<file path="config.mk">
export PLATFORM = sky130hd
export DESIGN_NAME = fetch_controller_flat
export DESIGN_NICKNAME = d
export VERILOG_FILES = /design/src/rtl/fetch_if.sv /design/src/rtl/fetch_controller.sv /design/src/flat_wrapper.sv
export SDC_FILE = /design/constraint.sdc
export NUM_CORES = 1
export LEC_CHECK = 0
export CORE_UTILIZATION = 40
export DETAILED_ROUTE_END_ITERATION = 10
export PLACE_DENSITY = 0.7
export SLEW_MARGIN = 20
export SYNTH_ARGS = -nofsm -noshare
export SYNTH_HDL_FRONTEND = slang
export SYNTH_SLANG_ARGS = --single-unit
</file>
<file path="constraint.sdc">
create_clock -name clk -period 2.1 [get_ports clk]
set_clock_uncertainty 0.05 [all_clocks]
set_input_delay 0.42 -clock clk [delete_from_list [all_inputs] [get_ports clk]]
set_output_delay 0.42 -clock clk [all_outputs]
set_load 0.1 [all_outputs]
</file>
<file path="src/rtl/fetch_if.sv">
// Fetch-stage bus: instruction memory port, redirect input, decode handshake,
// run enable and the sticky misalignment flag.
interface fetch_if;
   logic        fetch_en;
   logic [31:0] imem_addr;
   logic [31:0] imem_inst;
   logic        redirect_valid;
   logic [31:0] redirect_pc;
   logic        out_valid;
   logic [31:0] out_inst;
   logic [31:0] out_pc;
   logic        out_ready;
   logic        misalign_err;

   // Controller side
   modport master (
      input  fetch_en,
      output imem_addr,
      input  imem_inst,
      input  redirect_valid,
      input  redirect_pc,
      output out_valid,
      output out_inst,
      output out_pc,
      input  out_ready,
      output misalign_err
   );

   // Environment side: memory, branch unit and decode
   modport slave (
      output fetch_en,
      input  imem_addr,
      output imem_inst,
      output redirect_valid,
      output redirect_pc,
      input  out_valid,
      input  out_inst,
      input  out_pc,
      output out_ready,
      input  misalign_err
   );
endinterface

</file>
<file path="src/rtl/fetch_controller.sv">
// Fetch controller: owns the fetch PC, drives the combinational instruction
// memory and queues {instruction, pc} pairs in a small FIFO for decode.
// Redirects flush the FIFO; misaligned redirect targets park the unit in ERR.
module fetch_controller #(
   parameter logic [31:0] RESET_PC  = 32'h0000_0000,
   parameter int          MEM_BYTES = 1024,
   parameter int          DEPTH     = 2
) (
   input logic    clk,
   input logic    rst_n,
   fetch_if.master bus
);

   localparam int              PTR_W     = $clog2(DEPTH);
   localparam int              CNT_W     = PTR_W + 1;
   localparam logic [CNT_W-1:0] DEPTH_C  = CNT_W'(DEPTH);
   localparam logic [31:0]     ADDR_MASK = 32'(MEM_BYTES - 1);

   typedef enum logic [1:0] {IDLE, RUN, ERR} state_t;

   state_t           state_reg, state_next;
   logic [31:0]      fetch_pc_reg, fetch_pc_next;
   logic [PTR_W-1:0] rd_ptr_reg, rd_ptr_next;
   logic [PTR_W-1:0] wr_ptr_reg, wr_ptr_next;
   logic [CNT_W-1:0] count_reg, count_next;
   logic             misalign_reg, misalign_next;
   logic [31:0]      inst_mem_reg [DEPTH];
   logic [31:0]      pc_mem_reg   [DEPTH];

   logic pop;
   logic push;
   logic redirect_ok;

   assign redirect_ok = (bus.redirect_pc[1:0] == 2'b00);
   assign pop         = (count_reg != '0) & bus.out_ready;
   // A full FIFO still accepts a word when the head leaves in the same cycle.
   assign push        = (state_reg == RUN) & bus.fetch_en & ~bus.redirect_valid
                        & ((count_reg < DEPTH_C) | pop);

   // FSM state register
   always_ff @(posedge clk or negedge rst_n) begin
      if (!rst_n) state_reg <= IDLE;
      else        state_reg <= state_next;
   end

   // Next state: redirects take priority over the run-enable transitions
   always_comb begin
      state_next = state_reg;
      if (bus.redirect_valid) begin
         if (!redirect_ok)      state_next = ERR;
         else if (bus.fetch_en) state_next = RUN;
         else                   state_next = IDLE;
      end else begin
         case (state_reg)
            IDLE:    if (bus.fetch_en)  state_next = RUN;
            RUN:     if (!bus.fetch_en) state_next = IDLE;
            ERR:     state_next = ERR;
            default: state_next = IDLE;
         endcase
      end
   end

   // Next PC, FIFO bookkeeping and sticky error
   always_comb begin
      fetch_pc_next = fetch_pc_reg;
      rd_ptr_next   = rd_ptr_reg;
      wr_ptr_next   = wr_ptr_reg;
      count_next    = count_reg;
      misalign_next = misalign_reg;
      if (bus.redirect_valid) begin
         // A same-cycle pop is already consumed; everything else is dropped.
         rd_ptr_next = '0;
         wr_ptr_next = '0;
         count_next  = '0;
         if (redirect_ok) fetch_pc_next = bus.redirect_pc & ADDR_MASK;
         else             misalign_next = 1'b1;
      end else begin
         if (push) begin
            fetch_pc_next = (fetch_pc_reg + 32'd4) & ADDR_MASK;
            wr_ptr_next   = wr_ptr_reg + 1'b1;
         end
         if (pop) rd_ptr_next = rd_ptr_reg + 1'b1;
         count_next = count_reg + CNT_W'(push) - CNT_W'(pop);
      end
   end

   // Control registers
   always_ff @(posedge clk or negedge rst_n) begin
      if (!rst_n) begin
         fetch_pc_reg <= RESET_PC;
         rd_ptr_reg   <= '0;
         wr_ptr_reg   <= '0;
         count_reg    <= '0;
         misalign_reg <= 1'b0;
      end else begin
         fetch_pc_reg <= fetch_pc_next;
         rd_ptr_reg   <= rd_ptr_next;
         wr_ptr_reg   <= wr_ptr_next;
         count_reg    <= count_next;
         misalign_reg <= misalign_next;
      end
   end

   // FIFO storage, one slot per entry; cleared on reset so the head reads 0
   for (genvar gi = 0; gi < DEPTH; gi++) begin : g_slot
      // Capture the memory word and its PC when this slot is the tail
      always_ff @(posedge clk or negedge rst_n) begin
         if (!rst_n) begin
            inst_mem_reg[gi] <= '0;
            pc_mem_reg[gi]   <= '0;
         end else if (push && (wr_ptr_reg == PTR_W'(gi))) begin
            inst_mem_reg[gi] <= bus.imem_inst;
            pc_mem_reg[gi]   <= fetch_pc_reg;
         end
      end
   end

   assign bus.imem_addr    = fetch_pc_reg;
   assign bus.out_valid    = (count_reg != '0);
   assign bus.out_inst     = inst_mem_reg[rd_ptr_reg];
   assign bus.out_pc       = pc_mem_reg[rd_ptr_reg];
   assign bus.misalign_err = misalign_reg;

endmodule

</file>
<file path="src/flat_wrapper.sv">
// flat-port wrapper written by rule: the top's interface ports become plain ports
module fetch_controller_flat 
#(
   parameter logic [31:0] RESET_PC  = 32'h0000_0000,
   parameter int          MEM_BYTES = 1024,
   parameter int          DEPTH     = 2
)
  (clk, rst_n, bus_fetch_en, bus_imem_addr, bus_imem_inst, bus_redirect_valid, bus_redirect_pc, bus_out_valid, bus_out_inst, bus_out_pc, bus_out_ready, bus_misalign_err);
  fetch_if bus_i ();
  input logic clk;
  input logic rst_n;
  input wire logic [$bits(bus_i.fetch_en)-1:0] bus_fetch_en;
  output wire logic [$bits(bus_i.imem_addr)-1:0] bus_imem_addr;
  input wire logic [$bits(bus_i.imem_inst)-1:0] bus_imem_inst;
  input wire logic [$bits(bus_i.redirect_valid)-1:0] bus_redirect_valid;
  input wire logic [$bits(bus_i.redirect_pc)-1:0] bus_redirect_pc;
  output wire logic [$bits(bus_i.out_valid)-1:0] bus_out_valid;
  output wire logic [$bits(bus_i.out_inst)-1:0] bus_out_inst;
  output wire logic [$bits(bus_i.out_pc)-1:0] bus_out_pc;
  input wire logic [$bits(bus_i.out_ready)-1:0] bus_out_ready;
  output wire logic [$bits(bus_i.misalign_err)-1:0] bus_misalign_err;
  assign bus_i.fetch_en = bus_fetch_en;
  assign bus_imem_addr = bus_i.imem_addr;
  assign bus_i.imem_inst = bus_imem_inst;
  assign bus_i.redirect_valid = bus_redirect_valid;
  assign bus_i.redirect_pc = bus_redirect_pc;
  assign bus_out_valid = bus_i.out_valid;
  assign bus_out_inst = bus_i.out_inst;
  assign bus_out_pc = bus_i.out_pc;
  assign bus_i.out_ready = bus_out_ready;
  assign bus_misalign_err = bus_i.misalign_err;
  fetch_controller #(.RESET_PC(RESET_PC), .MEM_BYTES(MEM_BYTES), .DEPTH(DEPTH)) u_core (.clk(clk), .rst_n(rst_n), .bus(bus_i));
endmodule
</file>
[Word level (Yosys, flattened, before mapping)]
Index checks and enable logic that the tools add are counted.
Storage, ports and cells
  register bits: 167
  input port bits: 69
  output and inout port bits: 98
  logic and storage cells: 61
Cells by class
  add/subtract/negate cells: 5
  magnitude comparators: 2
  equality and inequality tests: 5
  multiplexer cells: 20
  bitwise logic cells: 9
  reductions and logical operators: 10
Operator list (count)
  32-bit 2-to-1 mux: 9
  10-bit by 3-bit adder with 10-bit output (second input constant): 1
  2-bit 2-to-1 mux: 5
  3-bit != test (second input constant): 2
  2-bit case mux with 3 select lines: 1
  2-bit AND reduction: 3
  2-bit nonzero test: 3
  1-bit 2-to-1 mux: 5
  1-bit bitwise AND: 4
  2-bit zero test: 2
  1-bit NOT: 3
  1-bit adder (second input constant): 2
  2-bit by 1-bit adder with 2-bit output: 1
  2-bit by 1-bit == test with 1-bit output (second input constant): 1
  2-bit == test (second input constant): 1
  2-bit greater-or-equal comparator (second input constant): 1
  1-bit logical AND: 2
  2-bit < comparator (second input constant): 1
  2-bit by 1-bit != test with 1-bit output (second input constant): 1
  1-bit NOT with 2-bit output: 1
  2-bit by 1-bit subtractor with 2-bit output: 1
  1-bit OR: 1

[Depth between registers and ports, before layout]
  depth in word-level cells: 7
  gate-level depth with buffers: 7
  depth with buffers taken out: 7

[Worst setup path before layout]
No wires, ideal clock.
  kind: reg2reg
  start: reg u_core.count_reg[1]
  end: reg u_core.count_reg[0]
  library setup time: 0.122 ns
  data arrival time: 1.848 ns
  required time: 1.928 ns
  path slack: 0.079 ns
  stages on the path, launching flop included: 7
  buffers on the path: 0
  period minus slack after synthesis: 2.021 ns
  cells stage by stage: dfrtp_1 > or2_2 > and2_1 > ha_1 > inv_1 > ha_1 > nor2b_1
Between the ends
  word-level cells in the longest chain between the ends: 7
  elaborated cells on any way between the ends: 8
  classes of those cells: add/sub: 2; order compare: 1; mux: 1; bitwise: 3; reduce/logical: 1
Ends and longest elaborated chain
  start, declared: RTL line fetch_controller.sv:25  | logic [CNT_W-1:0] count_reg, count_next;
  start signal, assigned: RTL line fetch_controller.sv:99  | count_reg <= count_next;
  2-bit nonzero test (*)
  net bus_out_valid: RTL line flat_wrapper.sv:17  | output wire logic [$bits(bus_i.out_valid)-1:0] bus_out_valid;
  1-bit bitwise AND (*): RTL line fetch_controller.sv:35  | assign pop = (count_reg != '0) & bus.out_ready;
  1-bit OR: RTL line fetch_controller.sv:38  | & ((count_reg < DEPTH_C) | pop);
  1-bit bitwise AND: RTL line fetch_controller.sv:38
  2-bit by 1-bit adder with 2-bit output: RTL line fetch_controller.sv:83  | count_next = count_reg + CNT_W'(push) - CNT_W'(pop);
  2-bit by 1-bit subtractor with 2-bit output (*): RTL line fetch_controller.sv:83
  2-bit 2-to-1 mux (*): RTL line fetch_controller.sv:70  | if (bus.redirect_valid) begin
  net u_core.count_next[0]: RTL line fetch_controller.sv:25
Mark *: on every way through the listed nets, which the timed path passes. The rest lies on a longest branch.
A chain may end at the register's enable or synchronous reset.

[Worst setup path after layout]
  start: reg u_core.rd_ptr_reg
  end: out bus_out_pc[7]
Between the ends
  word-level cells in the longest chain between the ends: 4
Ends and longest elaborated chain
  start, declared: RTL line fetch_controller.sv:23  | logic [PTR_W-1:0] rd_ptr_reg, rd_ptr_next;
  start signal, assigned: RTL line fetch_controller.sv:97  | rd_ptr_reg <= rd_ptr_next;
  1-bit NOT with 2-bit output (not written as such): RTL line fetch_controller.sv:121  | assign bus.out_pc = pc_mem_reg[rd_ptr_reg];
  32-bit 2-to-1 mux (not written as such) (3 in series): RTL line fetch_controller.sv:121
  end, declared: RTL line flat_wrapper.sv:19  | output wire logic [$bits(bus_i.out_pc)-1:0] bus_out_pc;
No other way between the ends. The select of a mux whose other input is x is not followed.

==> impl_metrics.py <==
metrics = {
    "timing": {
        "period_share_pct": 95.37,
        "fin_crit_ns": 2.003,
        "finalSetupTns_ns": 0,
        "finalSetupViolCount": 0,
        "drv_slew": 0,
        "finalHoldViolCount": 0,
        "grt_setup_unrepaired": "no",
        "max_freq_mhz": 499.3,
    },
    "layout": {
        "drive_gt1_share_pct": 46.68,
        "fin_nets": 549,
        "syn_to_final_growth_pct": 37.46,
        "layout_commonest_cell": "dfrtp_1",
        "diodes": 0,
        "final_cell_mix": "100 x dfrtp_1, 85 x mux2_2, 55 x buf_12",
        "largest_reg_flops": 64,
    },
    "die": {
        "die_width_um": 114.7,
        "die_h_um": 114.7,
        "die_area_um2": 13160,
        "row_count": 40,
        "core_area_um2": 12210,
        "initial_utilization_pct": 41.63,
        "ios": 167,
    },
    "critical_path": {
        "critPathLaunchType": "register",
        "worstSetupPathType": "reg2out",
        "critPathCaptureType": "output port",
        "critical_path_required_ns": 1.63,
        "timing.rr.start": "u_core.count_reg[1]$_DFF_PN0_",
        "crit_path_start": "u_core.rd_ptr_reg$_DFFE_PN0P_",
        "rr_worst_depth": 7,
        "reg2reg_slack_ns": 0.31,
        "r2r_end": "u_core.count_reg[1]$_DFF_PN0_",
        "cp_max_fo": 12,
        "cp_data_arrival_time_ns": 1.53,
    },
    "yosys": {
        "synthCells": 364,
        "async_flop_share_pct": 100.0,
        "yosysSeqAreaShare_pct": 49.72,
        "avgSynthCellArea_um2": 13.97,
        "ys_ff_latch": 101,
        "synth_edf_count": 0,
        "synth_ff_type": "dfrtp_1",
        "synth_area_um2": 5084,
        "ys_types": 43,
        "yosysWarningCount": 0,
    },
    "routing": {
        "postRouteAntennaNets": 0,
        "drc_errors": 0,
        "drt_first_pass_iters": 4,
        "vias": 3088,
        "drt_iter0_drc": 78,
        "wirelength_um": 10460,
        "wl_per_cell_um": 16.09,
        "viasPerCell": 4.751,
    },
    "flow_run": {
        "drv_cap": 0,
    },
    "global_routing": {
        "grt_max_degree": 37,
        "grt_overflow": 0,
        "grt_pass1_vias": 3353,
        "grt_usage_pct": 17.40,
        "grt_pass1_wl_um": 17580,
        "antenna_found_initial": 0,
    },
    "placement": {
        "place.detailed.hpwl_um": 7336,
        "io_buffers": 100,
        "gp_congestion": 0.7949,
    },
    "clocking": {
        "holdBufCountCts": 1,
        "cts_tree": "built",
        "clk_pin_slew_ns": 0.06,
        "root_buffer": "clkbuf_16",
        "clock_latency_ns": 0.34,
        "htreeDepth": 3,
        "cts_sinks": 101,
        "cts-buffers-inserted": 9,
        "post_cts_buffers": 0,
        "max-clock-path-buffers": 2,
        "postCtsResizedCells": 0,
    },
    "pwr": {
        "peakVddDrop_uv": 888.0,
        "p_leak_nw": 3.359,
        "power_per_cell_area_nw_per_um2": 1494,
        "power_mw": 10.44,
    },
    "min_path": {
        "hp-class": "reg2reg",
        "min_to": "u_core.inst_mem_reg[62]$_DFFE_PN0P_",
        "hold_depth": 1,
        "worstHoldStart": "u_core.inst_mem_reg[62]$_DFFE_PN0P_",
    },
    "status": {
        "status": "complete, no violations",
    },
}
==> Yosys cell counts, types with 2 or more instances <==
master,n,area (µm²)
mux2_1,2,22.52
nor2_1,11,41.29
nand3b_1,2,15.01
a211oi_1,3,22.52
buf_4,49,367.9
nand2_1,3,11.26
buf_8,4,60.06
nor3_1,5,25.02
mux2_4,40,600.6
clkbuf_1,4,15.01
mux2_2,85,957.2
nor2_4,2,22.52
xnor2_1,3,26.28
ha_1,3,37.54
nand3_1,4,20.02
dfrtp_1,101,2527
nor2b_1,5,31.28
o21ai_0,4,20.02
inv_2,2,7.510
nand2b_1,2,12.51
buf_2,4,20.02
inv_1,4,15.01
and4_1,2,17.52
==> through the flow <==
stage / area [µm²] / cells / hold slack [ns] / setup WS (ns) / utilization (%)
2_1_floorplan: 5245 / 407 / 0.07441 / 0.07950 / -
3_3_place_gp: 6684 / 633 / 0.3450 / -0.02470 / 54.73
3_5_place_dp: 6684 / 633 / 0.3528 / -0.04663 / 54.73
4_1_cts: 6988 / 650 / 0.4399 / 0.06831 / 57.22
5_1_grt: 6988 / 650 / 0.4705 / 0.03691 / 57.22
6_report: 6988 / 650 / 0.4333 / 0.09713 / 57.22
==> per-layer routing <==
layer,global-route usage (%),vias to the layer above,wire length (µm)
met5,0,-,0
met4,4.589,0,91
met3,5.324,11,698
met2,29.37,115,5175
met1,21.73,1551,4493
li1,-,1411,-
==> final cells by class <==
class                   instances  area [µm²]
repair buffers                121        1712
fillers                      1019        5224
inverters                       6       22.52
clock inverters                 4       47.55
multi-input cells             238        2221
clock buffers                  12       246.5
well taps                     168       210.2
flip-flops and latches        101        2529
==> logic make-up (layout without fill, tap and decap cells) <==
| logic type | Yosys count | count (layout) | share of synthesized area, % |
|---|---|---|---|
| AND/OR/NAND/NOR | 43 | 43 | 4.972 |
| flip-flops | 101 | 101 | 49.72 |
| other | 1 | 44 | 0.07377 |
| buffers and inverters | 68 | 143 | 9.771 |
| XOR/XNOR | 4 | 4 | 0.6893 |
| multiplexers | 128 | 128 | 31.28 |
| adder cells (fa/ha/maj) | 3 | 3 | 0.7384 |
| AO/OA/AOI/OAI | 16 | 16 | 2.757 |
==> power by group <==
part           internal, mW  switching [mW]  total, mW
combinational          2.22            4.08       6.30
clock                 0.953           0.682       1.63
sequential             2.26           0.244       2.50
total                  5.43            5.01       10.4
==> worst max-delay path by stage <==
stage,cells past startpoint,slack [ns],to
floorplan,6,0.08,u_core.count_reg[0]$_DFF_PN0_
CTS,3,0.07,bus_out_pc[7]
finish,3,0.1,bus_out_pc[7]
global route,3,0.04,bus_out_pc[7]
detailed placement,6,-0.05,u_core.inst_mem_reg[37]$_DFFE_PN0P_
global placement,6,-0.02,u_core.inst_mem_reg[58]$_DFFE_PN0P_
==> worst max-delay path: stages (launching register included) <==
cell,delay [ns]
dfrtp_2,0.38
buf_4,0.23
mux2_2,0.41
buf_12,0.18
(Power assumes the default switching activity.)
